## config.mk

```make
export PLATFORM = sky130hd
export DESIGN_NAME = fb_rect_writer
export DESIGN_NICKNAME = d
export VERILOG_FILES = /design/src/rtl/fb_rect_writer.sv
export SDC_FILE = /design/constraint.sdc
export NUM_CORES = 1
export LEC_CHECK = 0
export ABC_CLOCK_PERIOD_IN_PS = 2750
export CELL_PAD_IN_SITES_DETAIL_PLACEMENT = 0
export CELL_PAD_IN_SITES_GLOBAL_PLACEMENT = 1
export CORE_MARGIN = 3
export CORE_UTILIZATION = 43
export CTS_BUF_LIST = sky130_fd_sc_hd__clkbuf_4 sky130_fd_sc_hd__clkbuf_8
export DETAILED_ROUTE_END_ITERATION = 16
export GPL_ROUTABILITY_DRIVEN = 0
export MAX_ROUTING_LAYER = met4
export PLACE_DENSITY_LB_ADDON = 0.12
export SYNTH_ARGS = -nofsm -noshare
export SYNTH_HDL_FRONTEND = slang
export SYNTH_SLANG_ARGS = --single-unit
```

## constraint.sdc

```tcl
create_clock -name clk_in -period 2.75 [get_ports clk_in]
set_input_delay 0.55 -clock clk_in [delete_from_list [all_inputs] [get_ports clk_in]]
set_output_delay 0.55 -clock clk_in [all_outputs]
set_load 0.05 [all_outputs]
```

## src/rtl/fb_rect_writer.sv

```systemverilog
// rtl/fb_rect_writer.sv - rectangle-fill / vsync-aligned swap command producer for the frame buffer write port
// Optional clipping at command accept when FB_RECT_WRITER_CLIP_EN is defined.
module fb_rect_writer #(
  parameter int FB_WIDTH  = 320,
  parameter int FB_HEIGHT = 180,
  localparam int FB_SIZE  = $clog2(FB_WIDTH * FB_HEIGHT),
  localparam int XW       = $clog2(FB_WIDTH),
  localparam int YW       = $clog2(FB_HEIGHT)
) (
  input  logic               clk_in,
  input  logic               rst_n_in,
  input  logic               cmd_valid,
  output logic               cmd_ready,
  input  logic               cmd_op,
  input  logic [XW-1:0]      cmd_x,
  input  logic [YW-1:0]      cmd_y,
  input  logic [XW-1:0]      cmd_w,
  input  logic [YW-1:0]      cmd_h,
  input  logic [15:0]        cmd_color,
  input  logic               vsync_in,
  output logic [15:0]        write_data,
  output logic [FB_SIZE-1:0] write_addr,
  output logic               write_enable,
  output logic               swap_buffer,
  output logic               busy
);

  typedef enum logic [1:0] {IDLE, FILL, SWAP_WAIT, SWAP_DONE} state_t;

  state_t             state;
  logic               vsync_prev;
  logic [XW-1:0]      col;
  logic [XW-1:0]      w_last;
  logic [YW-1:0]      row;
  logic [YW-1:0]      h_last;
  logic [FB_SIZE-1:0] row_base;
  logic [XW-1:0]      eff_w;
  logic [YW-1:0]      eff_h;
  logic [FB_SIZE-1:0] start_addr;

  always_comb begin
    eff_w = '0;
    eff_h = '0;
`ifdef FB_RECT_WRITER_CLIP_EN
    if (cmd_x < XW'(FB_WIDTH) && cmd_y < YW'(FB_HEIGHT)) begin
      eff_w = (cmd_w > XW'(FB_WIDTH) - cmd_x) ? XW'(FB_WIDTH) - cmd_x : cmd_w;
      eff_h = (cmd_h > YW'(FB_HEIGHT) - cmd_y) ? YW'(FB_HEIGHT) - cmd_y : cmd_h;
    end
`else
    eff_w = cmd_w;
    eff_h = cmd_h;
`endif
  end

  // The only multiply sits at accept; the per-row step inside the fill is an add.
  assign start_addr = FB_SIZE'(cmd_x) + FB_SIZE'(cmd_y) * FB_SIZE'(FB_WIDTH);

  always_ff @(posedge clk_in or negedge rst_n_in) begin
    if (!rst_n_in) begin
      state        <= IDLE;
      cmd_ready    <= 1'b1;
      busy         <= 1'b0;
      write_enable <= 1'b0;
      swap_buffer  <= 1'b0;
      write_addr   <= '0;
      write_data   <= '0;
      vsync_prev   <= 1'b0;
      col          <= '0;
      row          <= '0;
      w_last       <= '0;
      h_last       <= '0;
      row_base     <= '0;
    end else begin
      vsync_prev <= vsync_in;
      case (state)
        IDLE: begin
          write_enable <= 1'b0;
          swap_buffer  <= 1'b0;
          if (cmd_valid && cmd_ready) begin
            if (cmd_op) begin
              state     <= SWAP_WAIT;
              cmd_ready <= 1'b0;
              busy      <= 1'b1;
            end else if (eff_w != '0 && eff_h != '0) begin
              state        <= FILL;
              cmd_ready    <= 1'b0;
              busy         <= 1'b1;
              write_enable <= 1'b1;
              write_addr   <= start_addr;
              row_base     <= start_addr;
              write_data   <= cmd_color;
              col          <= '0;
              row          <= '0;
              w_last       <= eff_w - 1'b1;
              h_last       <= eff_h - 1'b1;
            end
          end
        end
        FILL: begin
          if (col == w_last) begin
            if (row == h_last) begin
              write_enable <= 1'b0;
              state        <= IDLE;
              cmd_ready    <= 1'b1;
              busy         <= 1'b0;
            end else begin
              col        <= '0;
              row        <= row + 1'b1;
              row_base   <= row_base + FB_SIZE'(FB_WIDTH);
              write_addr <= row_base + FB_SIZE'(FB_WIDTH);
            end
          end else begin
            col        <= col + 1'b1;
            write_addr <= write_addr + 1'b1;
          end
        end
        SWAP_WAIT: begin
          // vsync_prev was loaded in the accept cycle, so an edge landing there is ignored.
          if (vsync_in && !vsync_prev) begin
            swap_buffer <= 1'b1;
            state       <= SWAP_DONE;
          end
        end
        SWAP_DONE: begin
          swap_buffer <= 1'b0;
          state       <= IDLE;
          cmd_ready   <= 1'b1;
          busy        <= 1'b0;
        end
        default: state <= IDLE;
      endcase
    end
  end

endmodule

```

==> key figures, run 1 <==
Synth
  • Unique masters post-synth: 76
  • Post-synthesis sequential area ratio: 0.3857
  • Synthesized area: roughly 0.0058 mm²
  • Mapped Cells: around 600
  • YS warnings: 0
  • EDFF count, synth: 0
  • Mapped Avg Cell Area: between 9 and 10 µm²
  • Post-synth ARST share: 1.000
  • Synth Net Count: just under 700
  • FF+latch count, synth: slightly below 90
  • Ys flop type: dfrtp_1

Route
  • Post-DRT Antenna Nets: 0
  • Met3 WL post-DR: around 640 µm
  • Drt pass-1 iters: 5
  • Wire per inst: between 15 and 20 µm
  • DRC errors left: 0
  • Via count: around 5100
  • Met2 WL: between 7000 and 8000 µm
  • DR top layer: met4
  • Post-Route M1 WL: a little under 7000 µm
  • Drt first-iter violations: 365
  • Final WL: between 10000 and 15000 µm
  • Vias per std cell: between 5 and 6

Critical path
  • CP Launch Type: input pin
  • Reg2reg end: write_addr[1]
  • R2r startpoint: row[2]
  • CP endpoint kind: flop
  • Worst endpoint required time: ~3 ns
  • Crit path kind: in2reg
  • R2R cell count: 7
  • CP max FO: 4
  • WP data arrival: between 2 and 3 ns
  • R2R Setup Slk: between 0.2 and 0.3 ns

Power
  • Max IR drop VDD: roughly 0.59 mV
  • Leakage Power: roughly 3.3 nW
  • Total power: 7.824 mW
  • Pwr dens: 1015 mW/mm²

Finish
  • Multi-input gate area: around 0.0035 mm²
  • Layout Cells excl Fill: just over 900
  • Antenna cells: 0
  • Fill count: around 1100
  • Register area: ~0.0022 mm²
  • Layout cells sized above 1: 0.2008
  • Layout Utilization: 0.5986
  • Area growth, synth to finish: 33.39%
  • # nets final: between 800 and 900

STA
  • Rel. slew slack: 0.4673
  • Max-slew violation count: 0
  • Fmax: about 370 MHz
  • Sum Neg Setup Slack: 0 ns
  • Final setup fails: 0
  • Final Critical Period: roughly 2.7 ns
  • Unrepaired setup endpoints after global routing: yes
  • Crit share post-route: 0.9850
  • Worst slew pin tran: between 0.7 and 0.8 ns
  • Hold Fails Final Rpt: 0
  • Worst setup skew after layout: roughly 0.015 ns

Place
  • HPWL Detailed: 11020 µm
  • Placed Cells incl. Taps: between 900 and 1000
  • Buffers on Ports: 90

GRT
  • Total GRT Usage: 0.2130
  • Antenna violations before repair: 0
  • First-pass GRT wire length: between 20000 and 25000 µm
  • Pin count of the biggest net entering global routing: 57
  • Total gr overflow: 0
  • Via count of the first global-routing pass: between 5000 and 6000

CTS
  • Clk Latency, worst-skew pair: about 0.39 ns
  • Root Buffer: clkbuf_8
  • # H-tree levels: 3
  • Clk slew on worst S/H paths: 0.10 ns
  • TritonCTS Buffers: 9
  • CTS tree: done
  • Post-CTS Hold Buffers: 0
  • Max Root-Sink Buffers: 2
  • CTS sink cnt: between 80 and 90

Floorplanning
  • Initial Util: 0.4487
  • Die width: between 100 and 150 µm
  • Row cnt: 41
  • Die height: ~120 µm
  • I/O pin count: 91
  • Core ar.: approximately 0.013 mm²
  • Die area: ~0.015 mm²

Flow run
  • MaxCap Viol Count: 0

Run status
  • Status: finished clean

Min path
  • Hold crit path type: in2async
[cell families (layout without fill, tap and decap cells)]
family	count (synthesis)	count (layout)	share of synthesized area
and+or+nand+nor	199	199	0.1806
AOI/OAI and AO/OA	152	152	0.1802
DFF	89	89	0.3857
xor gates and xnor gates	56	56	0.08489
buffers and inverters	49	201	0.03573
muxes	35	35	0.06540
adders and majority gates	30	30	0.06756
[critical path, cell delays in order]
cell           delay [ns]
dlygate4sd2_1        0.26
ha_1                 0.32
buf_4                0.14
ha_1                 0.28
a211oi_2             0.07
buf_4                0.15
or4b_1               0.52
o2111ai_2            0.15
a311oi_1             0.17
o32ai_1              0.30
a31oi_1              0.07
[how the worst max path moves through the flow]
stage                           to      from  slack [ns]
floorplan           write_addr[15]  cmd_y[3]       -0.01
global placement    write_addr[13]  cmd_y[3]       -0.63
detailed placement  write_addr[15]  cmd_y[3]       -0.66
CTS                 write_addr[13]  cmd_y[3]        0.02
global route        write_addr[13]  cmd_y[2]       -0.05
finish              write_addr[15]  cmd_y[4]        0.04
[registers in the layout, indices dropped and copies added, names as in the netlist]
name and flops:
busy 1, cmd_ready 1, col 9, h_last 8
row 8, row_base 16, state 2, swap_buffer 1
vsync_prev 1, w_last 9, write_addr 16, write_data 16
write_enable 1
[synthesized netlist by cell type, drive strengths merged, types with 6 or more instances]
| master | count | area share |
|---|---|---|
| buf | 12 | 0.012 |
| nand2 | 63 | 0.041 |
| xnor2 | 17 | 0.026 |
| a22o | 8 | 0.012 |
| mux2i | 13 | 0.023 |
| or3 | 7 | 0.0084 |
| dfrtp | 88 | 0.38 |
| o31ai | 8 | 0.012 |
| and3 | 8 | 0.0095 |
| nor2 | 36 | 0.023 |
| a31oi | 8 | 0.011 |
| ha | 28 | 0.061 |
| o21ai | 52 | 0.047 |
| a211oi | 7 | 0.0091 |
| clkbuf | 14 | 0.0091 |
| nor3 | 13 | 0.013 |
| a21oi | 25 | 0.022 |
| nand4 | 6 | 0.0065 |
| inv | 23 | 0.015 |
| mux2 | 22 | 0.043 |
| o211ai | 7 | 0.0091 |
| nand3 | 26 | 0.023 |
| xor2 | 39 | 0.059 |
| nor4 | 10 | 0.016 |
[cell type report]
type	count	area share
inverter	23	0.01120
multi-input combinational	472	0.4542
timing repair buffer	162	0.1903
tap	172	0.02792
clock inverter	6	0.009416
sequential	89	0.2891
clock buffer	10	0.01786
[layout by cell type (no fill, tap or decap), drive strengths merged, types with 6 or more instances in the layout]
master         netlist  final
a211oi               7      7
a21oi               25     25
a22o                 8      8
a31oi                8      8
and3                 8      8
buf                 12     73
clkbuf              14     12
clkdlybuf4s50        0     84
dfrtp               88     88
ha                  28     28
inv                 23     26
mux2                22     22
mux2i               13     13
nand2               63     63
nand3               26     26
nand4                6      6
nor2                36     36
nor3                13     13
nor4                10     10
o211ai               7      7
o21ai               52     52
o31ai                8      8
or3                  7      7
xnor2               17     17
xor2                39     39
[repair_timing]
item / 4_1_cts / 5_1_grt
setup endpoints to repair: 8 / 8
pin swaps: 6 / 8
buffers inserted: 1 / 1
resized for setup: 10 / 21
[where the power goes]
group / switching [mW] / total, mW / internal, mW / leakage [nW]
sequential: 0.513 / 2.36 / 1.85 / 1.12
combinational: 2.66 / 4.50 / 1.84 / 2.09
clock: 0.513 / 0.969 / 0.456 / 0.104
total: 3.68 / 7.82 / 4.14 / 3.32
[routing by layer]
layer	vias to the layer above	global-route usage
li1	2512	-
met1	2456	0.2722
met2	126	0.3470
met3	17	0.03993
met4	0	0.06232
met5	-	-
[stage by stage]
| stage | hold WS, ns | area, µm² | setup slack (ns) |
|---|---|---|---|
| 6_report | 0.1248 | 7707 | 0.04134 |
| 5_1_grt | 0.1441 | 7707 | -0.05483 |
| 4_1_cts | 0.1308 | 7619 | 0.02086 |
| 3_5_place_dp | 0.4795 | 7375 | -0.6569 |
| 3_3_place_gp | 0.4673 | 7375 | -0.6341 |
| 2_1_floorplan | 0.2544 | 5813 | -0.01400 |
No activity file was read; power rests on OpenSTA's default activity.
==> inputs of run 2 (changes only) <==
--- a/config.mk
+++ b/config.mk
@@ -13,7 +13,6 @@
 export CTS_BUF_LIST = sky130_fd_sc_hd__clkbuf_4 sky130_fd_sc_hd__clkbuf_8
 export DETAILED_ROUTE_END_ITERATION = 16
 export GPL_ROUTABILITY_DRIVEN = 0
-export MAX_ROUTING_LAYER = met4
 export PLACE_DENSITY_LB_ADDON = 0.12
 export SYNTH_ARGS = -nofsm -noshare
 export SYNTH_HDL_FRONTEND = slang
==> run 2 against run 1 <==
- total power about the same
- sequential share of layout area is the same
- critical path depth did not move
- fmax is essentially flat
- utilization unchanged
- routed wire length is 0.29% higher
- cell count unchanged
- combinational power barely moved
==> key figures, run 2 (synthesis gave the netlist of run 1 again) <==
Power
  • Pwr dens: 1016 mW/mm² (was 1015 mW/mm²)
  • Reg power frac: 0.301 (was 0.302)
  • Clock network fraction of total power: 0.124 (about the same)
  • Total power: 7.827 mW (was 7.824 mW)
  • Leakage Power: 3.319 nW (unchanged)
  • Max IR drop VDD: 0.5948 mV (was 0.5950 mV)
  • Sw Share: 0.4707 (was 0.4705)
  • Pint: 4.142 mW (was 4.143 mW)
  • Switching power: 3.684 mW (was 3.681 mW)
  • Gate power share: 0.574 (was 0.575)

Route
  • Final WL: 15040 µm (was 15000 µm)
  • Drt pass-1 iters: 5 (unchanged)
  • Post-DRT Antenna Nets: 0 (unchanged)
  • DRC errors left: 0 (unchanged)
  • Vias per std cell: 5.474 (was 5.472)
  • Wire per inst: 16.10 µm (was 16.05 µm)
  • Via count: 5113 (was 5111)
  • Drt first-iter violations: 363 (was 365)

Finish
  • Top flop regs: row_base: 16 flops, write_addr: 16 flops, write_data: 16 flops (unchanged)
  • Layout Cells excl Fill: 934 (unchanged)
  • Antenna cells: 0 (unchanged)
  • Area growth, synth to finish: 33.39% (unchanged)
  • Most frequent cells in the layout: 88 x dfrtp_1, 84 x clkdlybuf4s50_1, 69 x buf_4, 62 x nand2_1 (unchanged)
  • # nets final: 842 (unchanged)
  • Commonest non-fill, non-tap cell in the layout: dfrtp_1 (unchanged)
  • Layout cells sized above 1: 0.2008 (unchanged)

Floorplanning
  • Die width: 121.9 µm (unchanged)
  • I/O pin count: 91 (unchanged)
  • Initial Util: 0.4487 (unchanged)
  • Die area: 0.01486 mm² (unchanged)
  • Row cnt: 41 (unchanged)
  • Die height: 121.9 µm (unchanged)
  • Core ar.: 0.01288 mm² (unchanged)

STA
  • Hold Fails Final Rpt: 0 (unchanged)
  • Final setup fails: 0 (unchanged)
  • Crit share post-route: 0.9841 (was 0.9850)
  • Worst setup skew after layout: 0.01867 ns (was 0.01540 ns)
  • Worst slew pin tran: 0.8018 ns (was 0.7942 ns)
  • Unrepaired setup endpoints after global routing: yes (unchanged)
  • Post-route setup slack: 0.04360 ns (was 0.04134 ns)
  • Max-slew violation count: 0 (unchanged)
  • Rel. slew slack: 0.4622 (was 0.4673)
  • Sum Neg Setup Slack: 0 ns (unchanged)
  • Final Critical Period: 2.706 ns (was 2.709 ns)
  • Fmax: 369.5 MHz (was 369.2 MHz)

CTS
  • CTS tree: done (unchanged)
  • Clk slew on worst S/H paths: 0.11 ns (was 0.10 ns)
  • CTS sink cnt: 89 (unchanged)
  • Clk Latency, worst-skew pair: 0.39 ns (about the same)
  • TritonCTS Buffers: 9 (unchanged)
  • Post-CTS Hold Buffers: 0 (unchanged)
  • Root Buffer: clkbuf_8 (unchanged)
  • # H-tree levels: 3 (unchanged)
  • Max Root-Sink Buffers: 2 (unchanged)

Flow run
  • MaxCap Viol Count: 0 (unchanged)

GRT
  • Total GRT Usage: 0.2069 (was 0.2130)
  • Via count of the first global-routing pass: 5055 (unchanged)
  • Total gr overflow: 0 (unchanged)
  • Antenna violations before repair: 0 (unchanged)
  • First-pass GRT wire length: 24670 µm (was 24660 µm)
  • Pin count of the biggest net entering global routing: 57 (unchanged)

Critical path
  • Crit-path cells: dlygate4sd2_1 > ha_1 > buf_4 > ha_1 > a211oi_2 > buf_4 > or4b_1 > o2111ai_2 > a311oi_1 > o32ai_1 > a31oi_1 (unchanged)
  • CP Launch Type: input pin (unchanged)
  • CP endpoint kind: flop (unchanged)
  • CP max stage delay: 0.52 ns (about the same)
  • Crit path kind: in2reg (unchanged)
  • Worst endpoint required time: 3.02 ns (about the same)
  • CP max FO: 4 (unchanged)
  • CP max stage cell: or4b_1 (unchanged)
  • WP data arrival: 2.98 ns (about the same)

Place
  • Placement Setup Slack: -0.6569 ns (unchanged)
  • Buffers on Ports: 90 (unchanged)
  • Placed Cells incl. Taps: 916 (unchanged)
  • HPWL Detailed: 11020 µm (unchanged)

Run status
  • Status: finished clean (unchanged)

Min path
  • Hold crit path type: in2async (unchanged)
[run 2: cell counts in the layout (fill, tap and decap cells not counted)]
No cell type changed its count.
[run 2: final timing paths]
kind	cells past startpoint	startpoint	slack [ns]	to
setup / recovery	11	cmd_y[4]	0.04	write_addr[15]
hold / removal	1	rst_n_in	0.12	row_base[13]
setup reg to reg	7	row[2]	0.25	write_addr[1]
hold reg to reg	2	cmd_ready	0.49	cmd_ready
max in group asynchronous	2	rst_n_in	1.94	col[8]
min in group clk_in	2	cmd_ready	0.49	cmd_ready
[run 2: cell type report]
class | count | area, µm²
clock buffers | 10 | 137.6
clock inverters | 6 | 72.57
fillers | 1117 | 5169
inverters | 23 | 86.33
multi-input cells | 472 | 3501
flip-flops and latches | 89 | 2228
well taps | 172 | 215.2
repair buffers | 162 | 1466
[run 2: repair_timing]
action | in CTS | in global routing
pin swaps | 6 | 8
buffers inserted | 1 | 1
setup endpoints to repair | 8 | 8
resized for setup | 10 | 21
[run 2: critical path, delay by kind of cell]
| family | cells | cell delay, ns |
|---|---|---|
| compound gates | 5 | 0.76 |
| fa+ha+maj | 2 | 0.60 |
| buf+inv | 3 | 0.55 |
| simple gates | 1 | 0.52 |
[run 2: through the flow]
| step | hold slack, ns | instance area (µm²) | util |
|---|---|---|---|
| 6_report | 0.1206 | 7707 | 0.5986 |
| 5_1_grt | 0.1441 | 7707 | 0.5986 |
| 4_1_cts | 0.1308 | 7619 | 0.5917 |
| 3_5_place_dp | 0.4795 | 7375 | 0.5727 |
| 3_3_place_gp | 0.4673 | 7375 | 0.5727 |
| 2_1_floorplan | 0.2544 | 5813 | - |
[run 2: power groups by stage]
stage / clock (mW) / combinational (mW) / sequential, mW
after global routing: 1.05 / 4.87 / 2.45
after detailed placement: 0 / 4.42 / 2.38
after floorplan: 0 / 2.15 / 3.10
after CTS: 1.00 / 4.45 / 2.35
final: 0.973 / 4.50 / 2.36
after global placement: 0 / 4.34 / 2.36
[run 2: metal layers]
metal	track usage	part of all wire	vias up
met5	0	0	-
met4	0.06232	0.017	0
met3	0.04132	0.051	15
met2	0.3467	0.49	136
met1	0.2713	0.44	2454
li1	-	-	2508
